**src/rtl/sp_ram_arbiter_if.sv**
```systemverilog
// Request/grant/response bundle between one bus master and the RAM arbiter.
// The master drives the request and payload; the arbiter returns grant,
// response valid and read data.
interface sp_ram_arbiter_if #(
  parameter int ADDR_WIDTH = 15,
  parameter int DATA_WIDTH = 32
);
  logic                    req;
  logic                    gnt;
  logic                    rvalid;
  logic [ADDR_WIDTH-1:0]   addr;
  logic                    we;
  logic [DATA_WIDTH/8-1:0] be;
  logic [DATA_WIDTH-1:0]   wdata;
  logic [DATA_WIDTH-1:0]   rdata;

  modport master (
    output req, addr, we, be, wdata,
    input  gnt, rvalid, rdata
  );

  modport slave (
    input  req, addr, we, be, wdata,
    output gnt, rvalid, rdata
  );
endinterface

```
**src/rtl/sp_ram_arbiter.sv**
```systemverilog
// Two-master round-robin front end for the single-port RAM wrapper.
// m0 = instruction fetch, m1 = data LSU. Grants are combinational, the RAM
// returns read data one cycle after the access, and each master keeps its
// last read word visible until its next read response.
//
// prio state | meaning
// PRIO_M0    | m0 wins when both request (reset value)
// PRIO_M1    | m1 wins when both request
module sp_ram_arbiter #(
  parameter int ADDR_WIDTH = 15,
  parameter int DATA_WIDTH = 32
) (
  input  logic                    clk,
  input  logic                    rst_i,
  sp_ram_arbiter_if.slave         m0,
  sp_ram_arbiter_if.slave         m1,
  output logic                    ram_en_o,
  output logic [ADDR_WIDTH-1:0]   ram_addr_o,
  output logic                    ram_we_o,
  output logic [DATA_WIDTH/8-1:0] ram_be_o,
  output logic [DATA_WIDTH-1:0]   ram_wdata_o,
  input  logic [DATA_WIDTH-1:0]   ram_rdata_i
);

  localparam int BE_WIDTH = DATA_WIDTH / 8;

  typedef enum logic {
    PRIO_M0 = 1'b0,
    PRIO_M1 = 1'b1
  } prio_e;

  prio_e                 prio_q, prio_d;
  logic [1:0]            rv_q, rv_d;
  logic                  rd_q, rd_d;
  logic [DATA_WIDTH-1:0] hold0_q, hold0_d;
  logic [DATA_WIDTH-1:0] hold1_q, hold1_d;

  logic gnt0;
  logic gnt1;
  logic resp_rd0;
  logic resp_rd1;

  // Round-robin pick; prio only matters when both masters request.
  always_comb begin
    gnt0 = 1'b0;
    gnt1 = 1'b0;
    if (m0.req && m1.req) begin
      if (prio_q == PRIO_M1) gnt1 = 1'b1;
      else                   gnt0 = 1'b1;
    end else if (m0.req) begin
      gnt0 = 1'b1;
    end else if (m1.req) begin
      gnt1 = 1'b1;
    end
  end

  assign m0.gnt = gnt0;
  assign m1.gnt = gnt1;

  // RAM port mux; everything is forced to zero when nobody is granted.
  always_comb begin
    ram_en_o    = 1'b0;
    ram_addr_o  = '0;
    ram_we_o    = 1'b0;
    ram_be_o    = '0;
    ram_wdata_o = '0;
    if (gnt0) begin
      ram_en_o    = 1'b1;
      ram_addr_o  = m0.addr;
      ram_we_o    = m0.we;
      ram_be_o    = m0.be;
      ram_wdata_o = m0.wdata;
    end else if (gnt1) begin
      ram_en_o    = 1'b1;
      ram_addr_o  = m1.addr;
      ram_we_o    = m1.we;
      ram_be_o    = m1.be;
      ram_wdata_o = m1.wdata;
    end
  end

  // A read response for master x is the cycle where its rv bit and rd_q coincide.
  assign resp_rd0 = rv_q[0] && rd_q;
  assign resp_rd1 = rv_q[1] && rd_q;

  // Next-state for priority, response tracking and read-data hold registers.
  always_comb begin
    prio_d  = prio_q;
    rv_d    = {gnt1, gnt0};
    rd_d    = (gnt0 && !m0.we) || (gnt1 && !m1.we);
    hold0_d = hold0_q;
    hold1_d = hold1_q;
    if (gnt0)      prio_d = PRIO_M1;
    else if (gnt1) prio_d = PRIO_M0;
    if (resp_rd0)  hold0_d = ram_rdata_i;
    if (resp_rd1)  hold1_d = ram_rdata_i;
  end

  // State registers; reset drops any response in flight.
  always_ff @(posedge clk or posedge rst_i) begin
    if (rst_i) begin
      prio_q  <= PRIO_M0;
      rv_q    <= '0;
      rd_q    <= 1'b0;
      hold0_q <= '0;
      hold1_q <= '0;
    end else begin
      prio_q  <= prio_d;
      rv_q    <= rv_d;
      rd_q    <= rd_d;
      hold0_q <= hold0_d;
      hold1_q <= hold1_d;
    end
  end

  assign m0.rvalid = rv_q[0];
  assign m1.rvalid = rv_q[1];
  assign m0.rdata  = resp_rd0 ? ram_rdata_i : hold0_q;
  assign m1.rdata  = resp_rd1 ? ram_rdata_i : hold1_q;

  // Unused-width guard: BE_WIDTH documents the byte-enable sizing.
  logic [BE_WIDTH-1:0] be_unused;
  assign be_unused = '0;

endmodule

```
**src/flat_wrapper.sv**
```systemverilog
// flat-port wrapper written by rule: the top's interface ports become plain ports
module sp_ram_arbiter_flat 
#(
  parameter int ADDR_WIDTH = 15,
  parameter int DATA_WIDTH = 32
)
  (clk, rst_i, ram_en_o, ram_addr_o, ram_we_o, ram_be_o, ram_wdata_o, ram_rdata_i, m0_req, m0_addr, m0_we, m0_be, m0_wdata, m0_gnt, m0_rvalid, m0_rdata, m1_req, m1_addr, m1_we, m1_be, m1_wdata, m1_gnt, m1_rvalid, m1_rdata);
  sp_ram_arbiter_if #(.ADDR_WIDTH(ADDR_WIDTH), .DATA_WIDTH(DATA_WIDTH)) m0_i ();
  sp_ram_arbiter_if #(.ADDR_WIDTH(ADDR_WIDTH), .DATA_WIDTH(DATA_WIDTH)) m1_i ();
  input  logic clk;
  input  logic rst_i;
  output logic ram_en_o;
  output logic [ADDR_WIDTH-1:0] ram_addr_o;
  output logic ram_we_o;
  output logic [DATA_WIDTH/8-1:0] ram_be_o;
  output logic [DATA_WIDTH-1:0] ram_wdata_o;
  input  logic [DATA_WIDTH-1:0] ram_rdata_i;
  input wire logic [$bits(m0_i.req)-1:0] m0_req;
  input wire logic [$bits(m0_i.addr)-1:0] m0_addr;
  input wire logic [$bits(m0_i.we)-1:0] m0_we;
  input wire logic [$bits(m0_i.be)-1:0] m0_be;
  input wire logic [$bits(m0_i.wdata)-1:0] m0_wdata;
  output wire logic [$bits(m0_i.gnt)-1:0] m0_gnt;
  output wire logic [$bits(m0_i.rvalid)-1:0] m0_rvalid;
  output wire logic [$bits(m0_i.rdata)-1:0] m0_rdata;
  input wire logic [$bits(m1_i.req)-1:0] m1_req;
  input wire logic [$bits(m1_i.addr)-1:0] m1_addr;
  input wire logic [$bits(m1_i.we)-1:0] m1_we;
  input wire logic [$bits(m1_i.be)-1:0] m1_be;
  input wire logic [$bits(m1_i.wdata)-1:0] m1_wdata;
  output wire logic [$bits(m1_i.gnt)-1:0] m1_gnt;
  output wire logic [$bits(m1_i.rvalid)-1:0] m1_rvalid;
  output wire logic [$bits(m1_i.rdata)-1:0] m1_rdata;
  assign m0_i.req = m0_req;
  assign m0_i.addr = m0_addr;
  assign m0_i.we = m0_we;
  assign m0_i.be = m0_be;
  assign m0_i.wdata = m0_wdata;
  assign m0_gnt = m0_i.gnt;
  assign m0_rvalid = m0_i.rvalid;
  assign m0_rdata = m0_i.rdata;
  assign m1_i.req = m1_req;
  assign m1_i.addr = m1_addr;
  assign m1_i.we = m1_we;
  assign m1_i.be = m1_be;
  assign m1_i.wdata = m1_wdata;
  assign m1_gnt = m1_i.gnt;
  assign m1_rvalid = m1_i.rvalid;
  assign m1_rdata = m1_i.rdata;
  sp_ram_arbiter #(.ADDR_WIDTH(ADDR_WIDTH), .DATA_WIDTH(DATA_WIDTH)) u_core (.clk(clk), .rst_i(rst_i), .m0(m0_i), .m1(m1_i), .ram_en_o(ram_en_o), .ram_addr_o(ram_addr_o), .ram_we_o(ram_we_o), .ram_be_o(ram_be_o), .ram_wdata_o(ram_wdata_o), .ram_rdata_i(ram_rdata_i));
endmodule
```
**config.mk**
```make
export PLATFORM = sky130hd
export DESIGN_NAME = sp_ram_arbiter_flat
export DESIGN_NICKNAME = d
export VERILOG_FILES = /design/src/rtl/sp_ram_arbiter_if.sv /design/src/rtl/sp_ram_arbiter.sv /design/src/flat_wrapper.sv
export SDC_FILE = /design/constraint.sdc
export NUM_CORES = 1
export LEC_CHECK = 0
export BUFFER_PORTS_ARGS = -buffer_cell sky130_fd_sc_hd__buf_2
export CORE_AREA = 4 4 99 101
export DETAILED_ROUTE_END_ITERATION = 10
export DIE_AREA = 0 0 103 105
export HOLD_SLACK_MARGIN = 0.05
export PLACE_DENSITY = 0.75
export SLEW_MARGIN = 5
export SYNTH_ARGS = -nofsm -noshare
export SYNTH_HDL_FRONTEND = slang
export SYNTH_SLANG_ARGS = --single-unit
```
**constraint.sdc**
```tcl
create_clock -name clk -period 2.2 [get_ports clk]
set_input_delay 0.22 -clock clk [delete_from_list [all_inputs] [get_ports clk]]
set_output_delay 0.22 -clock clk [all_outputs]
set_load 0.01 [all_outputs]
```
**After elaboration in Yosys (flattened, before gate mapping)**

Index checks and enable logic that the tools add are counted.

- $add $sub $neg: 0
- Multipliers: 0
- Divide/modulo/power cells: 0
- Order comparisons: 0
- Eq/ne operators: 0
- Shift operators: 0
- Muxes and demuxes: 21
- Bitwise logic cells: 0
- Reductions and logical operators: 9

Operator list:

| kind | count |
|---|---|
| 32-bit two-way mux | 4 |
| 15-bit two-way mux | 2 |
| 1-bit two-way mux | 13 |
| 4-bit two-way mux | 2 |
| 1-bit logical AND | 5 |
| 1-bit logical NOT | 2 |
| 2-bit nonzero test | 1 |
| 1-bit logical OR | 1 |

- Register bits: 68
- Latch bits: 0
- RAM bits: 0
- Memory bits (read-only): 0
- Input bits: 140
- Word-level logic and storage cells: 35
- Memories kept: 0

**Longest topological paths before layout**

Gate-level depths: netlist of the first run.

- Depth after elaboration: 5
- Depth in mapped cells: 4
- Gate-level depth less buffers: 2

**Worst setup path after synthesis of the first run**

OpenSTA, ideal clock, no wires.

- Path type: reg2out
- From: register u_core.rv_q[0]
- To: output m0_rdata[0]
- Arrival time: 1.137 ns
- Slack: 0.843 ns
- Stages on the path, launching flop included: 4
- Path through: dfrtp_1 > nand2_1 > buf_2 > mux2_2

- Longest elaborated chain between the ends: 2

RTL lines:

| what | RTL line | RTL |
|---|---|---|
| from (decl) | sp_ram_arbiter.sv:33 | `logic [1:0] rv_q, rv_d;` |
| from (signal assigned) | sp_ram_arbiter.sv:109 | `rv_q <= rv_d;` |
| 1-bit logical AND | sp_ram_arbiter.sv:83 | `assign resp_rd0 = rv_q[0] && rd_q;` |
| 32-bit two-way mux | sp_ram_arbiter.sv:118 | `assign m0.rdata = resp_rd0 ? ram_rdata_i : hold0_q;` |
| to (decl) | flat_wrapper.sv:25 | `output wire logic [$bits(m0_i.rdata)-1:0] m0_rdata;` |

No other way between the ends.

**Worst setup path after layout of the first run**

- From: register u_core.prio_q
- To: output ram_wdata_o[20]

- Longest elaborated chain between the ends: 4

RTL lines:

| what | RTL line | RTL |
|---|---|---|
| from (decl) | sp_ram_arbiter.sv:32 | `prio_e prio_q, prio_d;` |
| from (signal assigned) | sp_ram_arbiter.sv:108 | `prio_q <= prio_d;` |
| 1-bit two-way mux | sp_ram_arbiter.sv:48 | `if (prio_q == PRIO_M1) gnt1 = 1'b1;` |
| 1-bit two-way mux | sp_ram_arbiter.sv:47 | `if (m0.req && m1.req) begin` |
| 32-bit two-way mux | sp_ram_arbiter.sv:73 | `end else if (gnt1) begin` |
| 32-bit two-way mux * | sp_ram_arbiter.sv:67 | `if (gnt0) begin` |
| to (decl) | flat_wrapper.sv:16 | `output logic [DATA_WIDTH-1:0] ram_wdata_o;` |

Every way passes the cells marked *; elsewhere a longest branch is shown, timed or not.

==> summary.json, run 1 <==
{
  "run": {
    "max_cap_violations": 0
  },
  "place": {
    "hpwl_um": 8280,
    "placedCellCount": 573,
    "placed_area_um2": 4560,
    "io_buffer_count": 260,
    "globalplace.congestion": 0.855
  },
  "logic_synthesis": {
    "post-synth-top-area-cell": "sky130_fd_sc_hd__dfrtp_1",
    "synth.net_count": 359,
    "synth.yosys.warnings": 0,
    "post_synthesis_cells": 219,
    "synth_top_cells_by_area": "sky130_fd_sc_hd__dfrtp_1 (53%), sky130_fd_sc_hd__mux2_2 (23%), sky130_fd_sc_hd__a32o_1 (15%), sky130_fd_sc_hd__buf_2 (2.5%), sky130_fd_sc_hd__buf_8 (2.4%)",
    "yosysUniqueCellTypes": 15,
    "synth_top_cell_area_share": 0.533,
    "syn-mean-instance-area_um2": 14.6,
    "yosysSeqAreaShare": 0.533,
    "synth.ff_latch_count": 68,
    "synth_area_um2": 3190
  },
  "power_and_ir_drop": {
    "clock_power_share": 0.259,
    "seq_power_share": 0.383,
    "comb_power_share": 0.357,
    "power.ir.vdd_worst_mv": 0.321,
    "total_power_consumption_of_the_routed_design_mw": 4.39,
    "internal_power_mw": 3.00,
    "p_per_area_nw_per_um2": 915,
    "sw_frac_of_total": 0.316,
    "static-leakage-power_nw": 2.45,
    "power.switching_mw": 1.39
  },
  "status": {
    "result_of_the_run": "finished clean"
  },
  "clocking": {
    "clkLatencyLatePin_ns": 0.34,
    "htree_levels": 3,
    "cts-root-buf": "sky130_fd_sc_hd__clkbuf_8",
    "cts_buffers": 9,
    "path_clk_slew_ns": 0.08,
    "postCtsSetupRepairBufs": 0,
    "tritoncts_num_sinks": 68,
    "cts_hold_buffers": 1,
    "cts-resized-gates": 0,
    "cts.path.max_buffers": 2,
    "cts_tree": "built"
  },
  "sta": {
    "timing.final.hold_violations": 0,
    "max_clock_freq_mhz": 498,
    "max_slew_margin": 0.642,
    "timing.final.max_slew_violations": 0,
    "report.final.setup_viol": 0,
    "setup-tns-final_ns": 0,
    "max_slew.worst_pin.slew_ns": 0.536,
    "fin_crit_sh": 0.912,
    "period_minus_slack_ns": 2.01,
    "worst_hold_slack_ns": 0.138,
    "worst_clock_skew_ns": 0.00666,
    "grt_setup_unrepaired": "no"
  },
  "floorplanning": {
    "num_io_pins": 261,
    "rows": 35,
    "full_die_area_um2": 10800,
    "dieWidth_um": 103,
    "core_area_um2": 9020,
    "die_h_um": 105,
    "initial_core_utilization": 0.354
  },
  "global_routing": {
    "via_count_of_the_first_global_routing_pass": 3050,
    "grt_util_all_layers": 0.185,
    "gr-max-usage-layer": "met2",
    "grt-ovfl-total": 0,
    "grt_use_met3": 0.0494,
    "gr-usage-met2": 0.321,
    "pin_count_of_the_biggest_net_entering_global_routing": 56,
    "gr-usage-met1": 0.218,
    "grt_first_pass_wirelength_um": 15500,
    "grt_antenna_before_repair": 0
  },
  "final_layout": {
    "fillerInstances": 798,
    "final_cell_count_no_fill": 590,
    "layout.area.seq_um2": 1700,
    "post_route_cells_drive_above_1_share": 0.739,
    "layout_commonest_cell": "sky130_fd_sc_hd__buf_2",
    "layout.cells.most_common_list": "sky130_fd_sc_hd__buf_2 (260), sky130_fd_sc_hd__dfrtp_1 (68), sky130_fd_sc_hd__mux2_2 (64)",
    "design_area_um2": 4790,
    "diodes": 0,
    "syn2layout_area_growth_pct": 50.1,
    "multiInputGateArea_um2": 1310,
    "finish.net_count": 614
  },
  "drt": {
    "drt.antenna.violating_nets": 0,
    "detail_route.iter0.violations": 107,
    "totalWireLength_um": 10500,
    "drt-pass1-iter-count": 5,
    "remaining_drc_errors": 0,
    "vias_per_cell": 5.20,
    "vias": 3068,
    "wl_per_cell_um": 17.9
  },
  "setup_path": {
    "worstPathMaxFanout": 53,
    "worst-endpoint-arrival_ns": 1.79,
    "crit_type": "reg2out",
    "worst-r2r-setup-slack_ns": 0.80,
    "startpoint_type": "register",
    "worstPathRequired_ns": 1.98,
    "endpoint_kind": "output port",
    "rr_worst_depth": 3
  },
  "worst_hold_path": {
    "worstHoldPathCells": 2,
    "holdCritPathClass": "in2reg"
  }
}
[Yosys cell counts, drive strengths merged]
cell	count
inv	4
and2	1
a21boi	1
o21ai	1
nand2	2
or2	1
nand2b	1
buf	22
mux2	64
dfrtp	68
a32o	53
clkbuf	1
[layout make-up]
class	instances	share of cell area
inverters	4	0.00313
clock buffers	9	0.0258
well taps	111	0.0290
clock inverters	7	0.0206
repair buffers	267	0.293
flip-flops and latches	68	0.355
multi-input cells	124	0.273
[flip-flops by register name (all words and copies together), names as in the netlist]
name and cells:
u_core.rd_q 1, u_core.prio_q 1, u_core.hold0_q 32, u_core.rv_q 2, u_core.hold1_q 32
[through the flow]
stage	utilization	setup slack, ns
after floorplan	-	0.268
after global placement	0.506	0.630
after detailed placement	0.506	0.570
after CTS	0.531	0.164
after global routing	0.531	0.0609
final	0.531	0.193
[power groups by stage]
| stage | sequential [mW] | combinational [mW] | clock, mW |
|---|---|---|---|
| global route | 1.71 | 1.70 | 1.24 |
| CTS | 1.68 | 1.60 | 1.17 |
| global placement | 1.68 | 1.55 | 0 |
| finish | 1.68 | 1.57 | 1.14 |
| detailed placement | 1.71 | 1.59 | 0 |
| floorplan | 1.67 | 0.915 | 0 |
[kinds of logic (layout without fill, tap and decap cells)]
| family | Yosys count | after routing | synth area share |
|---|---|---|---|
| flip-flops | 68 | 68 | 0.533 |
| multiplexers | 64 | 64 | 0.226 |
| AO/OA/AOI/OAI | 55 | 55 | 0.175 |
| buffers and inverters | 27 | 287 | 0.0580 |
| AND/OR/NAND/NOR | 5 | 5 | 0.00823 |
[worst paths after layout]
path                                     from            endpoint
hold reg to reg            u_core.hold0_q[18]  u_core.hold0_q[18]
hold / removal                 ram_rdata_i[9]   u_core.hold1_q[9]
min in group asynchronous               rst_i   u_core.hold1_q[2]
max in group asynchronous               rst_i  u_core.hold1_q[20]
setup / recovery                u_core.prio_q     ram_wdata_o[20]
setup reg to reg                u_core.prio_q         u_core.rd_q
[worst max-delay path, stage by stage (launching register included)]
cell and delay, ns:
sky130_fd_sc_hd__dfrtp_1 0.42, sky130_fd_sc_hd__nand2b_2 0.16, sky130_fd_sc_hd__buf_4 0.44, sky130_fd_sc_hd__a32o_1 0.27, sky130_fd_sc_hd__buf_2 0.14
[layer usage]
layer	vias to the layer above	share of wire	wire, um
li1	1378	-	-
met1	1500	0.38	3960
met2	175	0.51	5420
met3	15	0.092	966
met4	0	0.018	192
met5	-	0	0
(Power assumes the default switching activity.)
==> run 2: changes to the inputs <==
--- a/config.mk
+++ b/config.mk
@@ -8,2 +8,3 @@
 export BUFFER_PORTS_ARGS = -buffer_cell sky130_fd_sc_hd__buf_2
+export CAP_MARGIN = 5
 export CORE_AREA = 4 4 99 101
@@ -13,2 +14,3 @@
 export PLACE_DENSITY = 0.75
+export SKIP_LAST_GASP = 1
 export SLEW_MARGIN = 5
--- a/constraint.sdc
+++ b/constraint.sdc
@@ -3,2 +3,2 @@
 set_output_delay 0.22 -clock clk [all_outputs]
-set_load 0.01 [all_outputs]
+set_load 0.005 [all_outputs]
==> run 2 against run 1 <==
Effect of this change:
- combinational power decreased by 12%
- hold slack improved by 0.0076 ns
- global-route usage up 0.059 points
==> summary.json, run 2 (same netlist as run 1, synthesis figures left out) <==
{
  "power_and_ir_drop": {
    "p_per_area_nw_per_um2": 857,
    "power.ir.vdd_worst_mv": 0.312,
    "static-leakage-power_nw": 2.43
  },
  "setup_path": {
    "worst-endpoint-arrival_ns": 1.75,
    "startpoint_type": "register",
    "crit_type": "reg2out",
    "worstPathMaxFanout": 53,
    "worst-r2r-setup-slack_ns": 0.82,
    "endpoint_kind": "output port",
    "worstPathRequired_ns": 1.98
  },
  "clocking": {
    "postCtsSetupRepairBufs": 0,
    "clkLatencyLatePin_ns": 0.33,
    "cts.path.max_buffers": 2,
    "htree_levels": 3,
    "cts-root-buf": "sky130_fd_sc_hd__clkbuf_8",
    "cts_hold_buffers": 1,
    "cts-resized-gates": 0,
    "tritoncts_num_sinks": 68,
    "cts_tree": "built",
    "path_clk_slew_ns": 0.08,
    "cts_buffers": 9
  },
  "final_layout": {
    "biggest_regs": "u_core.hold0_q: 32 flops, u_core.hold1_q: 32 flops, u_core.rv_q: 2 flops",
    "syn2layout_area_growth_pct": 48.7,
    "layout_commonest_cell": "sky130_fd_sc_hd__buf_2",
    "final_cell_count_no_fill": 590,
    "design_area_um2": 4750,
    "diodes": 0,
    "post_route_cells_drive_above_1_share": 0.737,
    "layout.cells.most_common_list": "sky130_fd_sc_hd__buf_2 (260), sky130_fd_sc_hd__dfrtp_1 (68), sky130_fd_sc_hd__mux2_2 (64)",
    "multiInputGateArea_um2": 1310,
    "finish.net_count": 614,
    "fillerInstances": 801,
    "layout.area.seq_um2": 1700
  },
  "drt": {
    "detail_route.iter0.violations": 166,
    "drt-pass1-iter-count": 4,
    "wl_per_cell_um": 17.9,
    "drt.antenna.violating_nets": 0,
    "vias_per_cell": 5.24,
    "totalWireLength_um": 10500,
    "remaining_drc_errors": 0,
    "vias": 3089
  },
  "sta": {
    "worst_clock_skew_ns": 0.0123,
    "period_minus_slack_ns": 1.97,
    "timing.final.hold_violations": 0,
    "max_clock_freq_mhz": 506,
    "timing.final.max_slew_violations": 0,
    "max_slew_margin": 0.646,
    "fin_crit_sh": 0.897,
    "timing.final.ws_setup_ns": 0.226,
    "grt_setup_unrepaired": "no",
    "setup-tns-final_ns": 0,
    "max_slew.worst_pin.slew_ns": 0.532,
    "worst_hold_slack_ns": 0.145,
    "report.final.setup_viol": 0
  },
  "floorplanning": {
    "rows": 35,
    "full_die_area_um2": 10800,
    "num_io_pins": 261,
    "die_h_um": 105,
    "core_area_um2": 9020,
    "dieWidth_um": 103,
    "initial_core_utilization": 0.354
  },
  "global_routing": {
    "pin_count_of_the_biggest_net_entering_global_routing": 69,
    "grt_first_pass_wirelength_um": 15800,
    "grt_antenna_before_repair": 0,
    "grt_util_all_layers": 0.185,
    "grt-ovfl-total": 0,
    "via_count_of_the_first_global_routing_pass": 3148
  },
  "place": {
    "globalplace.congestion": 0.943,
    "io_buffer_count": 260,
    "placed_area_um2": 4540,
    "hpwl_um": 8190,
    "dp_slack_ns": 0.604,
    "placedCellCount": 573
  },
  "status": {
    "result_of_the_run": "finished clean"
  },
  "run": {
    "max_cap_violations": 0
  },
  "worst_hold_path": {
    "holdCritPathClass": "in2reg"
  }
}
## run 2: cell count changes in the layout (fill, tap and decap cells not counted)
cell and delta:
sky130_fd_sc_hd__buf_12 -2, sky130_fd_sc_hd__buf_4 +2, sky130_fd_sc_hd__clkbuf_8 +2, sky130_fd_sc_hd__inv_6 -2, sky130_fd_sc_hd__bufinv_16 -1, sky130_fd_sc_hd__clkbuf_1 +1
sky130_fd_sc_hd__clkinv_2 +1, sky130_fd_sc_hd__clkinv_4 -1
## run 2: report_power, final
group	leakage (nW)	total, mW	internal [mW]	switching (mW)
sequential	0.795	1.67	1.59	0.0824
combinational	1.54	1.38	0.749	0.629
clock	0.102	1.02	0.582	0.434
total	2.43	4.07	2.92	1.14
## run 2: critical path, stage by stage (launching register included)
cell	delay, ns
sky130_fd_sc_hd__dfrtp_1	0.41
sky130_fd_sc_hd__nand2b_2	0.16
sky130_fd_sc_hd__buf_4	0.44
sky130_fd_sc_hd__a32o_1	0.27
sky130_fd_sc_hd__buf_2	0.12
## run 2: routing by layer
layer / GRT usage / part of all wire
met1: 0.220 / 0.37
met2: 0.315 / 0.51
met3: 0.0527 / 0.10
met4: 0.0638 / 0.017
met5: 0 / 0
## run 2: metrics by stage
| step | total power, mW | util |
|---|---|---|
| floorplan | 2.39 | - |
| global placement | 3.04 | 0.503 |
| detailed placement | 3.10 | 0.503 |
| CTS | 4.12 | 0.526 |
| global route | 4.32 | 0.526 |
| finish | 4.07 | 0.526 |
## run 2: worst paths after layout
check,from,to,depth (start not counted)
setup / recovery,u_core.prio_q,ram_wdata_o[15],4
hold / removal,ram_rdata_i[4],u_core.hold1_q[4],2
setup reg to reg,u_core.prio_q,u_core.rd_q,3
hold reg to reg,u_core.hold0_q[27],u_core.hold0_q[27],1
max in group asynchronous,rst_i,u_core.hold1_q[12],4
min in group asynchronous,rst_i,u_core.hold0_q[3],4
## run 2: cell type report
class                   instances  area share
well taps                     111      0.0292
clock inverters                 4      0.0100
inverters                       4     0.00316
clock buffers                  12      0.0327
flip-flops and latches         68       0.358
multi-input cells             124       0.276
repair buffers                267       0.291
==> run 3: changes to the inputs <==
Settings changed: CELL_PAD_IN_SITES_DETAIL_PLACEMENT set to 0, CELL_PAD_IN_SITES_GLOBAL_PLACEMENT set to 1, CORE_AREA 4 4 99 101 to unset, CORE_ASPECT_RATIO set to 1.25, CORE_MARGIN set to 4, CORE_UTILIZATION set to 30, DIE_AREA 0 0 103 105 to unset, GPL_TIMING_DRIVEN set to 0, PLACE_DENSITY 0.75 to unset, PLACE_DENSITY_LB_ADDON set to 0.1.
Clock period 2.2 ns to 2.55 ns, I/O delays scaled along.
==> run 3 against run 2 <==
Effect of this change:
- register-to-register slack better by 0.35 ns
- highest routed layer unchanged
- sequential share of layout area fell by 1.9 points
- first-iteration DRC count fell by 53%
- final cell count grew 5.8%
- global-route usage is 0.078 points higher
- combinational power down 12%
- non-clock buffer count is 16 higher
- utilization is 3.7 points lower
- final area up 5.7%
- critical path depth stayed put
- flip-flop and latch count stayed put
==> summary.json, run 3 (same netlist as run 1, synthesis figures left out) <==
{
  "sta": {
    "report.final.setup_viol": 0,
    "max_slew.worst_pin.slew_ns": 0.848,
    "timing.final.max_slew_violations": 0,
    "timing.final.hold_violations": 0,
    "fin_crit_sh": 0.774,
    "worst_hold_slack_ns": 0.0984,
    "max_slew_margin": 0.435,
    "worst_clock_skew_ns": 0.00698,
    "max_clock_freq_mhz": 507,
    "timing.final.ws_setup_ns": 0.576,
    "grt_setup_unrepaired": "no",
    "period_minus_slack_ns": 1.97
  },
  "setup_path": {
    "startpoint_type": "register",
    "cp_slowest_cell": "sky130_fd_sc_hd__dfrtp_1",
    "worst-endpoint-arrival_ns": 1.72,
    "timing.rr.end": "u_core.hold1_q[8]",
    "cp.buffers_inverters": 2,
    "worst-r2r-setup-slack_ns": 1.17,
    "endpoint_kind": "output port",
    "cp_cell_sequence": "a21boi_4 -> buf_2 -> a32o_1 -> buf_2",
    "crit-reg2reg-launch": "u_core.rv_q[1]",
    "worstPathRequired_ns": 2.30,
    "rr_worst_depth": 3,
    "critical-path-max-stage-delay_ns": 0.42,
    "worstPathMaxFanout": 11,
    "critical-path-top-delay-family": "compound AO/OA/AOI/OAI gates",
    "crit_type": "reg2out",
    "cpMostUsedCell": "sky130_fd_sc_hd__buf_2"
  },
  "power_and_ir_drop": {
    "power.switching_mw": 1.08,
    "sw_frac_of_total": 0.261,
    "total_power_consumption_of_the_routed_design_mw": 4.13,
    "internal_power_mw": 3.05,
    "comb_power_share": 0.296,
    "static-leakage-power_nw": 2.57,
    "power.ir.vdd_worst_mv": 0.304,
    "seq_power_share": 0.350,
    "p_per_area_nw_per_um2": 823,
    "clock_power_share": 0.354
  },
  "clocking": {
    "cts_buffers": 9,
    "tritoncts_num_sinks": 68,
    "cts-resized-gates": 0,
    "htree_levels": 3,
    "postCtsSetupRepairBufs": 0,
    "path_clk_slew_ns": 0.05,
    "cts_tree": "built",
    "cts_hold_buffers": 0,
    "clkLatencyLatePin_ns": 0.33,
    "cts-root-buf": "sky130_fd_sc_hd__clkbuf_16",
    "cts.path.max_buffers": 2
  },
  "floorplanning": {
    "initial_core_utilization": 0.311,
    "die_h_um": 123,
    "full_die_area_um2": 12400,
    "dieWidth_um": 100,
    "num_io_pins": 261,
    "core_area_um2": 10300,
    "rows": 41
  },
  "drt": {
    "drt.antenna.violating_nets": 0,
    "drt-pass1-iter-count": 4,
    "totalWireLength_um": 11800,
    "vias": 3010,
    "wl_per_cell_um": 18.8,
    "remaining_drc_errors": 0,
    "vias_per_cell": 4.82,
    "detail_route.iter0.violations": 78
  },
  "run": {
    "max_cap_violations": 0
  },
  "final_layout": {
    "post_route_cells_drive_above_1_share": 0.745,
    "final_core_utilization": 0.489,
    "layout_commonest_cell": "sky130_fd_sc_hd__buf_2",
    "layout.cells.most_common_list": "sky130_fd_sc_hd__buf_2 (276), sky130_fd_sc_hd__dfrtp_1 (68), sky130_fd_sc_hd__mux2_2 (64)",
    "finish.net_count": 630,
    "final_cell_count_no_fill": 624,
    "syn2layout_area_growth_pct": 57.1,
    "diodes": 0,
    "biggest_regs": "u_core.hold0_q: 32 flops, u_core.hold1_q: 32 flops, u_core.rv_q: 2 flops"
  },
  "place": {
    "placedCellCount": 608,
    "globalplace.congestion": 0.823,
    "hpwl_um": 9690,
    "dp_slack_ns": 0.873,
    "io_buffer_count": 260
  },
  "global_routing": {
    "pin_count_of_the_biggest_net_entering_global_routing": 69,
    "grt_antenna_before_repair": 0,
    "grt_util_all_layers": 0.186,
    "grt_first_pass_wirelength_um": 17500,
    "grt-ovfl-total": 0,
    "via_count_of_the_first_global_routing_pass": 3222
  },
  "worst_hold_path": {
    "holdCritPathClass": "in2async"
  },
  "status": {
    "result_of_the_run": "finished clean"
  }
}
-- run 3: cell types whose count changed in the layout (fill, tap and decap cells not counted), sizes merged --
cell	previous run	this run
clkinv	2	0
bufinv	1	3
inv	4	5
dlygate4sd3	1	0
buf	266	282
-- run 3: worst max path at each step --
| stage | from | to | slack (ns) | cells past startpoint |
|---|---|---|---|---|
| final | u_core.prio_q | ram_wdata_o[27] | 0.58 | 4 |
| after global routing | u_core.rv_q[1] | m1_rdata[9] | 0.46 | 4 |
| after CTS | u_core.rv_q[1] | m1_rdata[28] | 0.51 | 4 |
| after detailed placement | u_core.rv_q[1] | m1_rdata[30] | 0.87 | 4 |
| after global placement | rst_i | u_core.hold0_q[6] | -0.28 | 2 |
| after floorplan | rst_i | u_core.hold0_q[0] | 0.58 | 1 |
-- run 3: metrics by stage --
step	area, um2	setup TNS, ns
3_3_place_gp	4660	-18.75
5_1_grt	5020	0
3_5_place_dp	4660	0
4_1_cts	5020	0
2_1_floorplan	3190	0
6_report	5020	0
-- run 3: area by class of cell --
class,instances,area (um2)
fillers,985,5240
inverters,4,17.5
plain buffers,23,170
multi-input cells,124,1310
clock buffers,11,253
well taps,129,161
repair buffers,260,1300
flip-flops and latches,68,1700
clock inverters,5,106
-- run 3: layer usage --
metal,track usage,part of all wire
met5,0,0
met4,0.0514,0.014
met3,0.0660,0.090
met2,0.312,0.49
met1,0.226,0.40
-- run 3: power groups by stage --
stage / clock [mW] / combinational [mW] / sequential (mW)
floorplan: 0 / 0.627 / 1.44
detailed placement: 0 / 1.25 / 1.47
global placement: 0 / 1.23 / 1.45
CTS: 1.50 / 1.26 / 1.45
finish: 1.46 / 1.22 / 1.45
global route: 1.55 / 1.35 / 1.48
